**config.mk**
```make
export PLATFORM = sky130hd
export DESIGN_NAME = datain_sink_buf
export DESIGN_NICKNAME = d
export VERILOG_FILES = /design/src/rtl/noc_flit_pkg.sv /design/src/rtl/sink_capture_ram.sv /design/src/rtl/datain_sink_buf.sv
export SDC_FILE = /design/constraint.sdc
export NUM_CORES = 1
export LEC_CHECK = 0
export ABC_AREA = 1
export CAP_MARGIN = 10
export CORE_UTILIZATION = 56
export DETAILED_ROUTE_END_ITERATION = 16
export HOLD_SLACK_MARGIN = 0.15
export PLACE_DENSITY = 0.76
export SYNTH_ARGS = -nofsm -noshare
export SYNTH_HDL_FRONTEND = slang
export SYNTH_HIERARCHICAL = 1
export SYNTH_SLANG_ARGS = --single-unit
```
**constraint.sdc**
```tcl
create_clock -name clk -period 3 [get_ports clk]
set_input_delay 0.6 -clock clk [delete_from_list [all_inputs] [get_ports clk]]
set_output_delay 0.6 -clock clk [all_outputs]
set_load 0.01 [all_outputs]
```
**src/rtl/noc_flit_pkg.sv**
```systemverilog
// Shared NoC flit definitions: widths, field positions, idle flit, sink FSM encoding.
package noc_flit_pkg;

  localparam int unsigned FLIT_W   = 20;
  localparam int unsigned CTRL_MSB = 19;
  localparam int unsigned CTRL_LSB = 16;
  localparam int unsigned SRC_MSB  = 15;
  localparam int unsigned SRC_LSB  = 12;
  localparam int unsigned TAG_MSB  = 11;
  localparam int unsigned TAG_LSB  = 8;
  localparam int unsigned DEST_MSB = 7;
  localparam int unsigned DEST_LSB = 4;
  localparam int unsigned SEQ_MSB  = 3;
  localparam int unsigned SEQ_LSB  = 0;

  localparam logic [FLIT_W-1:0] IDLE_FLIT = 20'h00000;

  // Flit payload as seen on the link.
  typedef struct packed {
    logic [3:0] ctrl;
    logic [3:0] src;
    logic [3:0] tag;
    logic [3:0] dest;
    logic [3:0] seq;
  } flit_t;

  typedef enum logic [1:0] {
    ST_IDLE    = 2'd0,
    ST_CAPTURE = 2'd1,
    ST_DONE    = 2'd2
  } sink_state_e;

  // Address width for a capture RAM of the given depth (at least 1 bit).
  function automatic int unsigned ram_addr_w(input int unsigned depth);
    return (depth > 1) ? $clog2(depth) : 1;
  endfunction

endpackage

```
**src/rtl/sink_capture_ram.sv**
```systemverilog
// DEPTH x FLIT_W capture RAM: one write port, registered read with forced-zero option.
//   clk, rst      clock / async active-low reset (read register only)
//   wr_en_i       write strobe; wr_addr_i / wr_data_i write address and data
//   rd_addr_i     read address; rd_zero_i forces the next read result to 0
//   rd_data_o     registered read data, 1-cycle latency, old data on read-during-write
module sink_capture_ram
  import noc_flit_pkg::*;
#(
  parameter int unsigned DEPTH = 30,
  localparam int unsigned AW   = ram_addr_w(DEPTH)
) (
  input  logic              clk,
  input  logic              rst,
  input  logic              wr_en_i,
  input  logic [AW-1:0]     wr_addr_i,
  input  logic [FLIT_W-1:0] wr_data_i,
  input  logic [AW-1:0]     rd_addr_i,
  input  logic              rd_zero_i,
  output logic [FLIT_W-1:0] rd_data_o
);

  logic [FLIT_W-1:0] mem [DEPTH];
  logic [FLIT_W-1:0] rd_data_q;

  // Storage array is deliberately not reset.
  always_ff @(posedge clk) begin
    if (wr_en_i) mem[wr_addr_i] <= wr_data_i;
  end

  // Out-of-range addresses are flagged by the caller and read back as zero.
  always_ff @(posedge clk or negedge rst) begin
    if (!rst)           rd_data_q <= '0;
    else if (rd_zero_i) rd_data_q <= '0;
    else                rd_data_q <= mem[rd_addr_i];
  end

  assign rd_data_o = rd_data_q;

endmodule

```
**src/rtl/datain_sink_buf.sv**
```systemverilog
// Ejection-side capture buffer: classifies incoming flits, stores those addressed to
// this node in order, counts misroutes/drops and flags completion.
//   clk, rst       clock / async active-low reset
//   clear          sync clear of pointers, counters, flags and FSM (RAM kept)
//   in_valid       flit qualifier; datain 20-bit flit
//   rd_addr        readback address; rd_data registered readback data
//   flit_count     stored flits; misroute_cnt / drop_cnt saturating event counters
//   overflow       sticky full-RAM drop flag; done sticky completion flag
module datain_sink_buf
  import noc_flit_pkg::*;
#(
  parameter int unsigned DEPTH    = 30,
  parameter logic [3:0]  NODE_ID  = 4'd2,
  parameter int unsigned EXPECTED = 7,
  parameter int unsigned TIMEOUT  = 64
) (
  input  logic              clk,
  input  logic              rst,
  input  logic              clear,
  input  logic              in_valid,
  input  logic [FLIT_W-1:0] datain,
  input  logic [4:0]        rd_addr,
  output logic [FLIT_W-1:0] rd_data,
  output logic [4:0]        flit_count,
  output logic [7:0]        misroute_cnt,
  output logic [7:0]        drop_cnt,
  output logic              overflow,
  output logic              done
);

  localparam int unsigned AW       = ram_addr_w(DEPTH);
  localparam int unsigned IW       = (TIMEOUT > 0) ? $clog2(TIMEOUT + 1) : 1;
  localparam logic [IW-1:0] IDLE_MAX = IW'(TIMEOUT);

  sink_state_e state_q, state_d;
  logic [4:0]    cnt_q, cnt_d;       // doubles as write pointer: capture never wraps
  logic [IW-1:0] idle_q, idle_d;
  logic [7:0]    mis_q, mis_d;
  logic [7:0]    drop_q, drop_d;
  logic          ovf_q, ovf_d;
  logic          done_q, done_d;
  logic          we_c;

  logic live_c, good_c, misroute_c;

  // Flit classification; idle flits are invisible.
  assign live_c     = in_valid && (datain != IDLE_FLIT);
  assign good_c     = live_c && (datain[DEST_MSB:DEST_LSB] == NODE_ID);
  assign misroute_c = live_c && (datain[DEST_MSB:DEST_LSB] != NODE_ID);

  // State and counter registers.
  always_ff @(posedge clk or negedge rst) begin
    if (!rst) begin
      state_q <= ST_IDLE;
      cnt_q   <= '0;
      idle_q  <= '0;
      mis_q   <= '0;
      drop_q  <= '0;
      ovf_q   <= 1'b0;
      done_q  <= 1'b0;
    end else begin
      state_q <= state_d;
      cnt_q   <= cnt_d;
      idle_q  <= idle_d;
      mis_q   <= mis_d;
      drop_q  <= drop_d;
      ovf_q   <= ovf_d;
      done_q  <= done_d;
    end
  end

  // Next-state, counters and write strobe.
  always_comb begin
    state_d = state_q;
    cnt_d   = cnt_q;
    idle_d  = idle_q;
    mis_d   = mis_q;
    drop_d  = drop_q;
    ovf_d   = ovf_q;
    done_d  = done_q;
    we_c    = 1'b0;

    if (clear) begin
      // Any flit in the clear cycle is discarded uncounted.
      state_d = ST_IDLE;
      cnt_d   = '0;
      idle_d  = '0;
      mis_d   = '0;
      drop_d  = '0;
      ovf_d   = 1'b0;
      done_d  = 1'b0;
    end else begin
      if (misroute_c && (mis_q != 8'hFF)) mis_d = mis_q + 8'd1;

      case (state_q)
        ST_IDLE: begin
          if (good_c) begin
            we_c    = 1'b1;
            cnt_d   = cnt_q + 5'd1;
            idle_d  = '0;
            state_d = ST_CAPTURE;
          end
        end
        ST_CAPTURE: begin
          if (good_c) begin
            idle_d = '0;
            if (32'(cnt_q) < DEPTH) begin
              we_c  = 1'b1;
              cnt_d = cnt_q + 5'd1;
            end else begin
              if (drop_q != 8'hFF) drop_d = drop_q + 8'd1;
              ovf_d = 1'b1;
            end
          end else if (idle_q != IDLE_MAX) begin
            idle_d = idle_q + IW'(1);
          end
        end
        ST_DONE: begin
          if (good_c && (drop_q != 8'hFF)) drop_d = drop_q + 8'd1;
        end
        default: state_d = ST_IDLE;
      endcase

      // Completion is judged on the post-update values so done lands with the count.
      if ((state_d == ST_CAPTURE) &&
          (((EXPECTED != 0) && (32'(cnt_d) == EXPECTED)) ||
           ((TIMEOUT != 0) && (32'(idle_d) == TIMEOUT)))) begin
        state_d = ST_DONE;
        done_d  = 1'b1;
      end
    end
  end

  sink_capture_ram #(.DEPTH(DEPTH)) u_ram (
    .clk       (clk),
    .rst       (rst),
    .wr_en_i   (we_c),
    .wr_addr_i (cnt_q[AW-1:0]),
    .wr_data_i (datain),
    .rd_addr_i (rd_addr[AW-1:0]),
    .rd_zero_i (32'(rd_addr) >= DEPTH),
    .rd_data_o (rd_data)
  );

  assign flit_count   = cnt_q;
  assign misroute_cnt = mis_q;
  assign drop_cnt     = drop_q;
  assign overflow     = ovf_q;
  assign done         = done_q;

endmodule
```
# Yosys cells after proc, flatten, opt, wreduce, memory -nomap -nowiden
# Memories as Yosys holds them, arrays and structs flattened.
# Cells that the tools add are included.
[totals] memories=1 reg_bits=52 out_inout_bits=43 ram_bits=600 in_bits=29
[memory_table] memory="u_ram.mem" depth=30 word_bits=20 rd=1 rd_clocked_by_memory_dff=0 write_ports=1 line="sink_capture_ram.sv:22" rtl="logic [FLIT_W-1:0] mem [DEPTH];"
[op_classes] order_cmp=2 n_eq_ne=15 n_mux=39 n_addsub=4 reduce_logical=17
[ops] cell="8-bit 2-to-1 mux" count=7
[ops] cell="7-bit 2-to-1 mux" count=5
[ops] cell="5-bit 2-to-1 mux" count=5
[ops] cell="20-bit 2-to-1 mux" count=1
[ops] cell="20-bit nonzero test" count=1
[ops] cell="8-bit by 1-bit adder with 8-bit output (second input constant)" count=2
[ops] cell="8-bit inequality test (second input constant)" count=2
[ops] cell="8-bit one-hot mux with 2 select lines" count=1
[ops] cell="7-bit one-hot mux with 2 select lines" count=1
[ops] cell="1-bit 2-to-1 mux" count=12
[ops] cell="3-bit inequality test (second input constant)" count=4
[ops] cell="5-bit one-hot mux with 2 select lines" count=1
[ops] cell="2-bit 2-to-1 mux" count=4
[ops] cell="2-bit nonzero test" count=4
[ops] cell="7-bit by 1-bit adder with 7-bit output (second input constant)" count=1
[ops] cell="7-bit equality test (second input constant)" count=1
[ops] cell="7-bit inequality test (second input constant)" count=1
[ops] cell="1-bit logical AND" count=6
[ops] cell="5-bit by 1-bit adder with 5-bit output (second input constant)" count=1
[ops] cell="5-bit by 3-bit equality test with 1-bit output (second input constant)" count=1
[ops] cell="5-bit greater-or-equal comparator (second input constant)" count=1
[ops] cell="5-bit less-than comparator (second input constant)" count=1
[ops] cell="5-bit AND reduction" count=1
[ops] cell="2-bit by 1-bit equality test with 1-bit output (second input constant)" count=2
[ops] cell="other kinds (11)" count=11

# Logic depth before layout (Yosys ltp)
# Gate-level depths: netlist of the first run.
[logic_depth] depth_word=11 ltp_mapped=16

# Hierarchy
# The synthesis of the first run kept the hierarchy.
[modules_own_cells] module="sink_capture_ram" seq_area_each_um2=18517.8 n_inst=1 cells_each=2116 area_each_um2=25049.0
[modules_own_cells] module="datain_sink_buf" seq_area_each_um2=800.8 n_inst=1 cells_each=298 area_each_um2=2188.3

# Least setup slack after synthesis of the first run
# OpenSTA, ideal clock, no wires.
[synth_path] path_type="input to register" startpoint="input port datain[7]" endpoint="memory u_ram.mem[13][0] (enable)" arrival_ps=2515 required_time_ps=2603 setup_ps=397 path_slack_ps=88 stages=7 n_path_buf=0 path_cell_list="nor2_2 nand2_1 nor2_4 nand4_1 nor2_1 nand3_1 nor2_1"
[synth_via] elab_chain_cells=8 word_cells_on_any_way=10
[synth_rtl] item="start, declared" line="datain_sink_buf.sv:21" rtl="input logic [FLIT_W-1:0] datain,"
[synth_rtl] item="20-bit nonzero test" line="datain_sink_buf.sv:47" rtl="assign live_c = in_valid && (datain != IDLE_FLIT);"
[synth_rtl] item="1-bit logical AND" line="datain_sink_buf.sv:47"
[synth_rtl] item="1-bit logical AND (*)" line="datain_sink_buf.sv:48" rtl="assign good_c = live_c && (datain[DEST_MSB:DEST_LSB] == NODE_ID);"
[synth_rtl] item="1-bit 2-to-1 mux, on equally long branches" line="datain_sink_buf.sv:105, datain_sink_buf.sv:97"
[synth_rtl] item="1-bit one-hot mux with 2 select lines (*)" line="datain_sink_buf.sv:95" rtl="case (state_q)"
[synth_rtl] item="1-bit 2-to-1 mux (*)" line="datain_sink_buf.sv:83" rtl="if (clear) begin"
[synth_rtl] item="via we_c" line="datain_sink_buf.sv:42" rtl="logic we_c;"
[synth_rtl] item="1-bit 2-to-1 mux (*)" line="sink_capture_ram.sv:27" rtl="if (wr_en_i) mem[wr_addr_i] <= wr_data_i;"
[synth_rtl] item="1-bit 2-to-1 mux (implied by the code) (*)" line="sink_capture_ram.sv:27"
[synth_rtl] item="end, declared" line="sink_capture_ram.sv:22"
# Mark *: on every way through the listed nets, which the timed path passes. The rest lies on a longest branch.

# Worst setup path after layout of the first run
[layout_path] startpoint="input port datain[19]" endpoint="memory u_ram.mem[9][13] (enable)"
[layout_via] elab_chain_cells=8 word_cells_on_any_way=9
[layout_rtl] item="20-bit nonzero test (*)" line="datain_sink_buf.sv:47"
[layout_rtl] item="1-bit logical AND (*)" line="datain_sink_buf.sv:47"
[layout_rtl] item="1-bit logical AND (*)" line="datain_sink_buf.sv:48"
[layout_rtl] item="1-bit 2-to-1 mux, on equally long branches" line="datain_sink_buf.sv:105, datain_sink_buf.sv:97"
[layout_rtl] item="1-bit one-hot mux with 2 select lines (*)" line="datain_sink_buf.sv:95"
[layout_rtl] item="1-bit 2-to-1 mux (*)" line="datain_sink_buf.sv:83"
[layout_rtl] item="via we_c" line="datain_sink_buf.sv:42"
[layout_rtl] item="1-bit 2-to-1 mux (*)" line="sink_capture_ram.sv:27"
[layout_rtl] item="1-bit 2-to-1 mux (implied by the code) (*)" line="sink_capture_ram.sv:27"
# Marked as above.

==> results.tsv, run 1 <==
stage	metric	value	unit
synthesis	ys flop type	edfxtp_1	
timing	period utilization	1.03	
clocking	Clk Latency, worst-skew pair	0.59	ns
synthesis	largest family of logic cells by synthesized area	simple AND/OR/NAND/NOR gates	
timing	Final Hold Viols	0	
floorplanning	Die H	223	microns
route	routed len/inst	22.2	microns
clocking	CTS Buf Count	67	
worst_setup_path	Reg-to-Reg End	u_ram/mem[9][13]	
floorplanning	core area	47800	sq um
global_route	grt met2 use	0.459	
synthesis	simple-gate share of the synthesized area	0.221	
synthesis	Synth Register Bits	652	
run_status	outcome	complete, but fails checks	
placement	placed cells	3061	
clocking	Root Buffer	clkbuf_16	
timing	total negative slack	-7.30	ns
floorplanning	row count	80	
worst_setup_path	CP endpoint kind	register	
placement	DP HPWL	43500	microns
global_route	Global Route Usage Sum	0.291	
power_and_ir_drop	Net Sw Frac	0.220	
worst_setup_path	delay-heaviest family, CP	simple AND/OR/NAND/NOR gates	
global_route	initial antenna violation count	2	
power_and_ir_drop	maximum vdd drop	0.486	mV
worst_setup_path	required time worst endpoint	3.18	ns
timing	Tightest Pin Transition	1.13	ns
floorplanning	die width	223	microns
timing	f_max	322	MHz
route	detailed-route wire length	70800	microns
global_route	M3 GR Usage	0.0517	
synthesis	Post-synth EDFFs	600	
route	post-route ant nets	0	
synthesis	compound-gate portion of the synthesized area	0.0230	
floorplanning	Die ar.	49500	sq um
cells_and_area	share of post-route cells with drive strength above 1	0.0970	
min_path	Min-Delay Path Class	in2async	
worst_setup_path	CP max FO	20	
route	DRC	0	
placement	gpl congestion	0.901	
synthesis	Seq/Total Area, Yosys	0.709	
cells_and_area	leading cell types in the layout, fill and taps excluded	nand2_1, edfxtp_1, nand3_1, nor2_1, buf_4	
timing	Slew HR	0.243	
worst_setup_path	Critical Path, Cell by Cell	clkdlybuf4s50_1 -> buf_4 -> nor2_1 -> and2_2 -> nand3_4 -> nand4_1 -> nor2_1 -> buf_4 -> nand3_1 -> buf_12 -> nor2_2	
global_route	number of global-route vias before repair	18400	
synthesis	YS warnings	6	
timing	final number of setup-violating endpoints	120	
cells_and_area	final net count	2550	
worst_setup_path	slowest stage delay, CP	0.86	ns
synthesis	Mapped Nets	2448	
synthesis	Mapped Area	27200	sq um
worst_setup_path	WP buf/inv	4	
worst_setup_path	Reg2Reg Depth	9	
route	DRT iter0 DRCs	2778	
synthesis	Async SR Flop Fraction	0.0798	
worst_setup_path	Reg2Reg Setup Slack	0.04	ns
worst_setup_path	launch point of the worst reg-to-reg path	flit_count[1]	
timing	RSZ-0062 raised after global routing	yes	
timing	Slew Limit Fails	0	
clocking	Reg clk slew, reported paths	0.06	ns
global_route	largest net degree at the start of global routing	118	
power_and_ir_drop	P_sw	4.22	mW
clocking	clock buffer depth	3	
clocking	Sink Count	652	
global_route	grt met1 use	0.399	
power_and_ir_drop	P_leak	11.6	nW
cells_and_area	Non-Filler Instances	3181	
floorplanning	Starting Density	0.569	
route	Vias	18900	
global_route	busiest metal layer after global routing	met2	
route	Pre-antenna DRT Iters	6	
synthesis	Post-Synth Adder-Cell Area	0.00230	
timing	Final Critical Period	3.10	ns
cells_and_area	fillers	3524	
global_route	global route overflow	0	
power_and_ir_drop	Internal Power	15.0	mW
power_and_ir_drop	sequential power share	0.520	
worst_setup_path	Worst path slowest cell	nor2_2	
timing	final worst setup slack	-0.104	ns
power_and_ir_drop	Comb power frac	0.068	
cells_and_area	commonest non-fill, non-tap cell in the layout	nand2_1	
synthesis	post-synthesis mux area share	0	
worst_setup_path	crit path DAT	3.29	ns
placement	number of port buffers	71	
global_route	first-pass GRT wire length	108000	microns
power_and_ir_drop	Power per Cell Area	618	nW/um^2
clocking	# Post-CTS Setup Buffers	0	
cells_and_area	area grow syn2layout	14.0	%
timing	Clock Skew	0.0235	ns
cells_and_area	# diodes	0	
synthesis	Mapped Cells	2414	
worst_setup_path	Setup Crit Path Kind	in2reg	
route	Vias/cell	5.94	
synthesis	Avg Inst Size Synth	11.3	sq um
job	max_cap viols	0	
power_and_ir_drop	power share of the clock group	0.412	
synthesis	xor/xnor cell area share of the yosys netlist	0.00193	
power_and_ir_drop	Tot Pwr	19.2	mW
worst_setup_path	CP Launch Type	input port	
run_status	failing checks	negative setup slack	
floorplanning	IO Count	72	
clocking	TritonCTS clock tree	done	
clocking	H-tree depth	3	
synthesis	unique cell type count in the Yosys netlist	38	
==> final cells by class <==
class / instances / area (sq um) / share of cell area
Timing Repair Buffer: 168 / 1620 / 0.0522
Inverter: 81 / 315 / 0.0102
Clock buffer: 90 / 1840 / 0.0591
Tap cell: 615 / 769 / 0.0248
Sequential cell: 652 / 19300 / 0.622
Multi-Input combinational cell: 1546 / 6950 / 0.224
Clock inverter: 29 / 240 / 0.00774
==> power by group through the flow <==
stage          clock, mW  combinational (mW)  sequential (mW)
6_report            7.91                1.31             9.98
5_1_grt             8.33                1.40             9.98
4_1_cts             7.99                1.29             9.98
3_5_place_dp           0                1.27             10.2
3_3_place_gp           0                1.25             10.2
2_1_floorplan          0               0.639             10.2
==> sequential cells by signal (all words and copies together) (netlist names), 2 cells and up <==
| signal | cells |
|---|---|
| misroute_cnt | 8 |
| drop_cnt | 8 |
| idle_q | 7 |
| flit_count | 5 |
| u_ram/mem | 600 |
| u_ram/rd_data_o | 20 |
| state_q | 2 |
==> per-layer routing <==
metal / wire (microns) / vias up / part of all wire
met5: 0 / - / 0
met4: 3110 / 0 / 0.044
met3: 7100 / 185 / 0.10
met2: 33200 / 1109 / 0.47
met1: 27300 / 9081 / 0.39
li1: - / 8535 / -
==> worst max-delay path by stage <==
stage	slack, ns	cells after the start	from	end
2_1_floorplan	0.09	7	datain[7]	u_ram/mem[13][0]
3_3_place_gp	-0.76	11	datain[11]	u_ram/mem[27][17]
3_5_place_dp	-0.81	11	datain[19]	u_ram/mem[27][17]
4_1_cts	-0.1	11	datain[19]	u_ram/mem[1][17]
5_1_grt	-0.26	11	datain[19]	u_ram/mem[1][6]
6_report	-0.10	11	datain[19]	u_ram/mem[9][13]
==> worst register-to-register path: cells and delay by family, from the launching register on <==
| family | cells | cell delay [ns] |
|---|---|---|
| and+or+nand+nor | 6 | 1.53 |
| DFF | 1 | 0.40 |
| AOI/OAI and AO/OA | 1 | 0.28 |
| buffers and inverters | 2 | 0.35 |
==> metrics by stage <==
stage | util | setup slack, ns | area (sq um) | hold slack [ns]
finish | 0.649 | -0.104 | 31000 | 0.496
global route | 0.649 | -0.263 | 31000 | 0.502
CTS | 0.649 | -0.0961 | 31000 | 0.483
detailed placement | 0.603 | -0.807 | 28900 | 0.502
global placement | 0.603 | -0.758 | 28900 | 0.496
floorplan | - | 0.0883 | 27200 | 0.304
==> synth_stat cells (6+ instances only) <==
cell,count,area (sq um)
dfrtp_1,52,1300
buf_1,7,26.3
buf_2,63,315
nand4_1,12,75.1
a21oi_1,75,375
inv_1,75,282
o21ai_1,9,45.0
nand3_1,428,2140
buf_4,16,120
nand2_1,820,3080
buf_6,24,270
nor2_1,123,462
nor2_4,6,67.6
o21ai_0,33,165
clkbuf_1,23,86.3
edfxtp_1,600,18000
==> cell families (layout without fill, tap and decap cells) <==
group,Yosys count,after routing
xor gates and xnor gates,6,6
adders and majority gates,5,5
buffers and inverters,216,368
and+or+nand+nor,1413,1413
DFF,652,652
AOI/OAI and AO/OA,122,122
==> what timing repair did <==
action / 4_1_cts / 5_1_grt
hold buffers: 1 / 0
setup endpoints to repair: 460 / 200
hold endpoints to repair: 16 / 0
gates resized for setup: 19 / 3
(Power assumes the default switching activity.)
==> run 2: changes to the inputs <==
--- a/config.mk
+++ b/config.mk
@@ -7,10 +7,11 @@
 export LEC_CHECK = 0
 export ABC_AREA = 1
 export CAP_MARGIN = 10
-export CORE_UTILIZATION = 56
+export CORE_UTILIZATION = 58
+export CTS_BUF_LIST = sky130_fd_sc_hd__clkbuf_2
 export DETAILED_ROUTE_END_ITERATION = 16
 export HOLD_SLACK_MARGIN = 0.15
-export PLACE_DENSITY = 0.76
+export PLACE_DENSITY = 0.79
 export SYNTH_ARGS = -nofsm -noshare
 export SYNTH_HDL_FRONTEND = slang
 export SYNTH_HIERARCHICAL = 1
==> constraint.sdc (replaced) <==
create_clock -name clk -period 3 [get_ports clk]
set_input_delay 0.3 -clock clk [delete_from_list [all_inputs] [get_ports clk]]
set_output_delay 0.3 -clock clk [all_outputs]
set_load 0.01 [all_outputs]
==> run 2 against run 1 <==
The run now ends clean. Non-clock buffer count increased by 26. Clock power decreased by 30%. Critical path depth increased by 2. Total power decreased by 12%. Hold slack got worse by 0.14 ns. Sequential cell count unchanged. Sequential share of layout area increased by 0.89 points. Count of clock-buffer cells in the layout increased by 131. First-iteration DRC count increased by 9.0%. Final cell count increased by 5.2%. Sequential power about the same. Final area decreased by 1.4%. Critical path type unchanged.
==> results.tsv, run 2 (same netlist as run 1, synthesis figures left out) <==
stage	metric	value	unit	change
timing	Slew HR	0.305		+0.0616
timing	final number of setup-violating endpoints	0		-100%
clocking	TritonCTS clock tree	done		
clocking	Reg clk slew, reported paths	0.08	ns	+0.02 ns
worst_setup_path	Reg2Reg Depth	6		-3
min_path	hold depth	10		
power_and_ir_drop	Net Sw Frac	0.258		+0.0376
cells_and_area	area grow syn2layout	12.4	%	
cells_and_area	share of post-route cells with drive strength above 1	0.135		+0.0383
clocking	Sink Count	652		unchanged
clocking	clock buffer depth	3		unchanged
placement	dpl cell area	28700	sq um	-0.69%
min_path	hold_sp	rd_addr[1]		
placement	number of port buffers	71		unchanged
cells_and_area	max reg flops	600		unchanged
power_and_ir_drop	maximum vdd drop	0.295	mV	-39%
route	detailed-route wire length	71500	microns	+1.0%
timing	Clock Skew	0.0939	ns	+0.0704 ns
worst_setup_path	Reg-to-Reg End	u_ram/mem[21][17]		
placement	placed cells	3033		-0.91%
run_status	outcome	complete, no violations		
route	routed len/inst	21.4	microns	-4.0%
timing	period utilization	0.996		-0.0386
min_path	Hold Path Sink	u_ram/rd_data_o[0]		
route	Highest Signal Layer	met4		
worst_setup_path	CP endpoint kind	register		
route	Met1 Wirelength	25400	microns	-7.1%
floorplanning	die width	219	microns	-1.7%
job	max_cap viols	0		unchanged
power_and_ir_drop	Internal Power	12.5	mW	-17%
floorplanning	Die ar.	47800	sq um	-3.4%
timing	total negative slack	0	ns	+7.30 ns
floorplanning	IO Count	72		unchanged
timing	Slew Limit Fails	0		unchanged
timing	RSZ-0062 raised after global routing	yes		
power_and_ir_drop	P_sw	4.33	mW	+2.6%
timing	Tightest Pin Transition	1.04	ns	-0.0923 ns
route	Vias	19700		+4.3%
worst_setup_path	CP Launch Point	datain[8]		
clocking	Root Buffer	clkbuf_2		
power_and_ir_drop	Comb power frac	0.081		+0.013
power_and_ir_drop	power share of the clock group	0.327		-0.085
route	metal2 WL	34200	microns	+2.9%
global_route	largest net degree at the start of global routing	122		+3.4%
worst_setup_path	required time worst endpoint	3.92	ns	+0.74 ns
timing	Final Hold Viols	0		unchanged
cells_and_area	Non-Filler Instances	3347		+5.2%
cells_and_area	final net count	2667		+4.6%
cells_and_area	fin area	30600	sq um	-1.4%
route	Pre-antenna DRT Iters	9		+3
worst_setup_path	launch point of the worst reg-to-reg path	state_q[0]		
global_route	Global Route Usage Sum	0.306		+0.0151
worst_setup_path	Reg2Reg Setup Slack	0.18	ns	+0.14 ns
route	DRC	0		unchanged
global_route	number of global-route vias before repair	18900		+2.7%
cells_and_area	leading cell types in the layout, fill and taps excluded	nand2_1, edfxtp_1, nand3_1, clkbuf_2, nor2_1		
floorplanning	Die H	219	microns	-1.7%
power_and_ir_drop	Power per Cell Area	549	nW/um^2	-11%
placement	gpl congestion	0.949		+5.3%
power_and_ir_drop	P_leak	11.7	nW	+0.78%
route	DRT iter0 DRCs	3029		+9.0%
floorplanning	core area	46500	sq um	-2.9%
timing	f_max	335	MHz	+3.9%
worst_setup_path	crit path DAT	3.91	ns	+0.62 ns
power_and_ir_drop	sequential power share	0.592		+0.072
min_path	Min-Delay Path Class	in2reg		
global_route	initial antenna violation count	4		+2
cells_and_area	commonest non-fill, non-tap cell in the layout	nand2_1		
floorplanning	Starting Density	0.586		+0.0170
floorplanning	row count	79		-1.3%
worst_setup_path	CP Launch Type	input port		
global_route	first-pass GRT wire length	107000	microns	-0.64%
worst_setup_path	CP max FO	20		unchanged
clocking	H-tree depth	4		+1
clocking	Clk Latency, worst-skew pair	1.37	ns	+0.78 ns
route	met3 WL	8110	microns	+14%
placement	DP HPWL	42700	microns	-1.7%
worst_setup_path	Setup Crit Path Kind	in2reg		
global_route	global route overflow	0		unchanged
route	Vias/cell	5.89		-0.89%
timing	Final Critical Period	2.99	ns	-0.116 ns
cells_and_area	Reg with most FFs	u_ram/mem		
route	post-route ant nets	0		unchanged
clocking	CTS Buf Count	158		+140%
[run 2: timing repair]
item / CTS / global route
resized for setup: 2 / 28
setup endpoints to repair: 8 / 561
hold buffers: 47 / 0
buffers inserted: 0 / 0
hold endpoints to repair: 702 / 0
gates cloned: 0 / 0
[run 2: final cells by class]
type	count	area [sq um]
multi-input combinational	1546	6980
inverter	81	315
tap	607	759
timing repair buffer	194	1910
clock inverter	39	203
sequential	652	19300
clock buffer	221	1110
fill	3474	15800
antenna	7	17.5
[run 2: layer usage]
layer / global-route usage / up-vias
met2: 0.482 / 1365
met3: 0.0708 / 254
met5: 0 / -
met4: 0.172 / 0
met1: 0.393 / 9254
li1: - / 8847
[run 2: critical path, cell delays in order]
cell             delay [ns]
dlygate4sd3_1          0.52
clkdlybuf4s50_1        0.52
buf_12                 0.13
nor2_1                 0.04
dlygate4sd3_1          0.56
nand2_1                0.08
nor2_2                 0.05
nand3_4                0.10
nand4_1                0.11
nor2_1                 0.33
nand3_1                0.15
buf_4                  0.21
nor2_2                 0.79
[run 2: how the worst max path moves through the flow]
stage,slack [ns],end,cells past startpoint
after CTS,0.03,u_ram/mem[5][8],13
after detailed placement,-0.57,u_ram/mem[8][10],10
after floorplan,0.13,u_ram/mem[13][0],8
after global routing,-0.12,u_ram/mem[21][2],13
after global placement,-0.41,u_ram/mem[23][18],10
final,0.01,u_ram/mem[21][17],13
[run 2: metrics by stage]
stage / util / setup slack [ns] / hold WS [ns] / total power, mW
floorplan: - / 0.125 / 0.00441 / 10.8
global placement: 0.617 / -0.413 / 0.494 / 11.4
detailed placement: 0.617 / -0.570 / 0.508 / 11.4
CTS: 0.655 / 0.0348 / 0.257 / 16.9
global route: 0.659 / -0.117 / 0.315 / 17.4
finish: 0.659 / 0.0123 / 0.357 / 16.8
[run 2: power groups by stage]
stage | logic [mW] | clock network [mW] | registers [mW]
2_1_floorplan | 0.639 | 0 | 10.2
3_3_place_gp | 1.24 | 0 | 10.2
3_5_place_dp | 1.26 | 0 | 10.2
4_1_cts | 1.32 | 5.58 | 9.96
5_1_grt | 1.44 | 6.01 | 9.96
6_report | 1.36 | 5.50 | 9.96
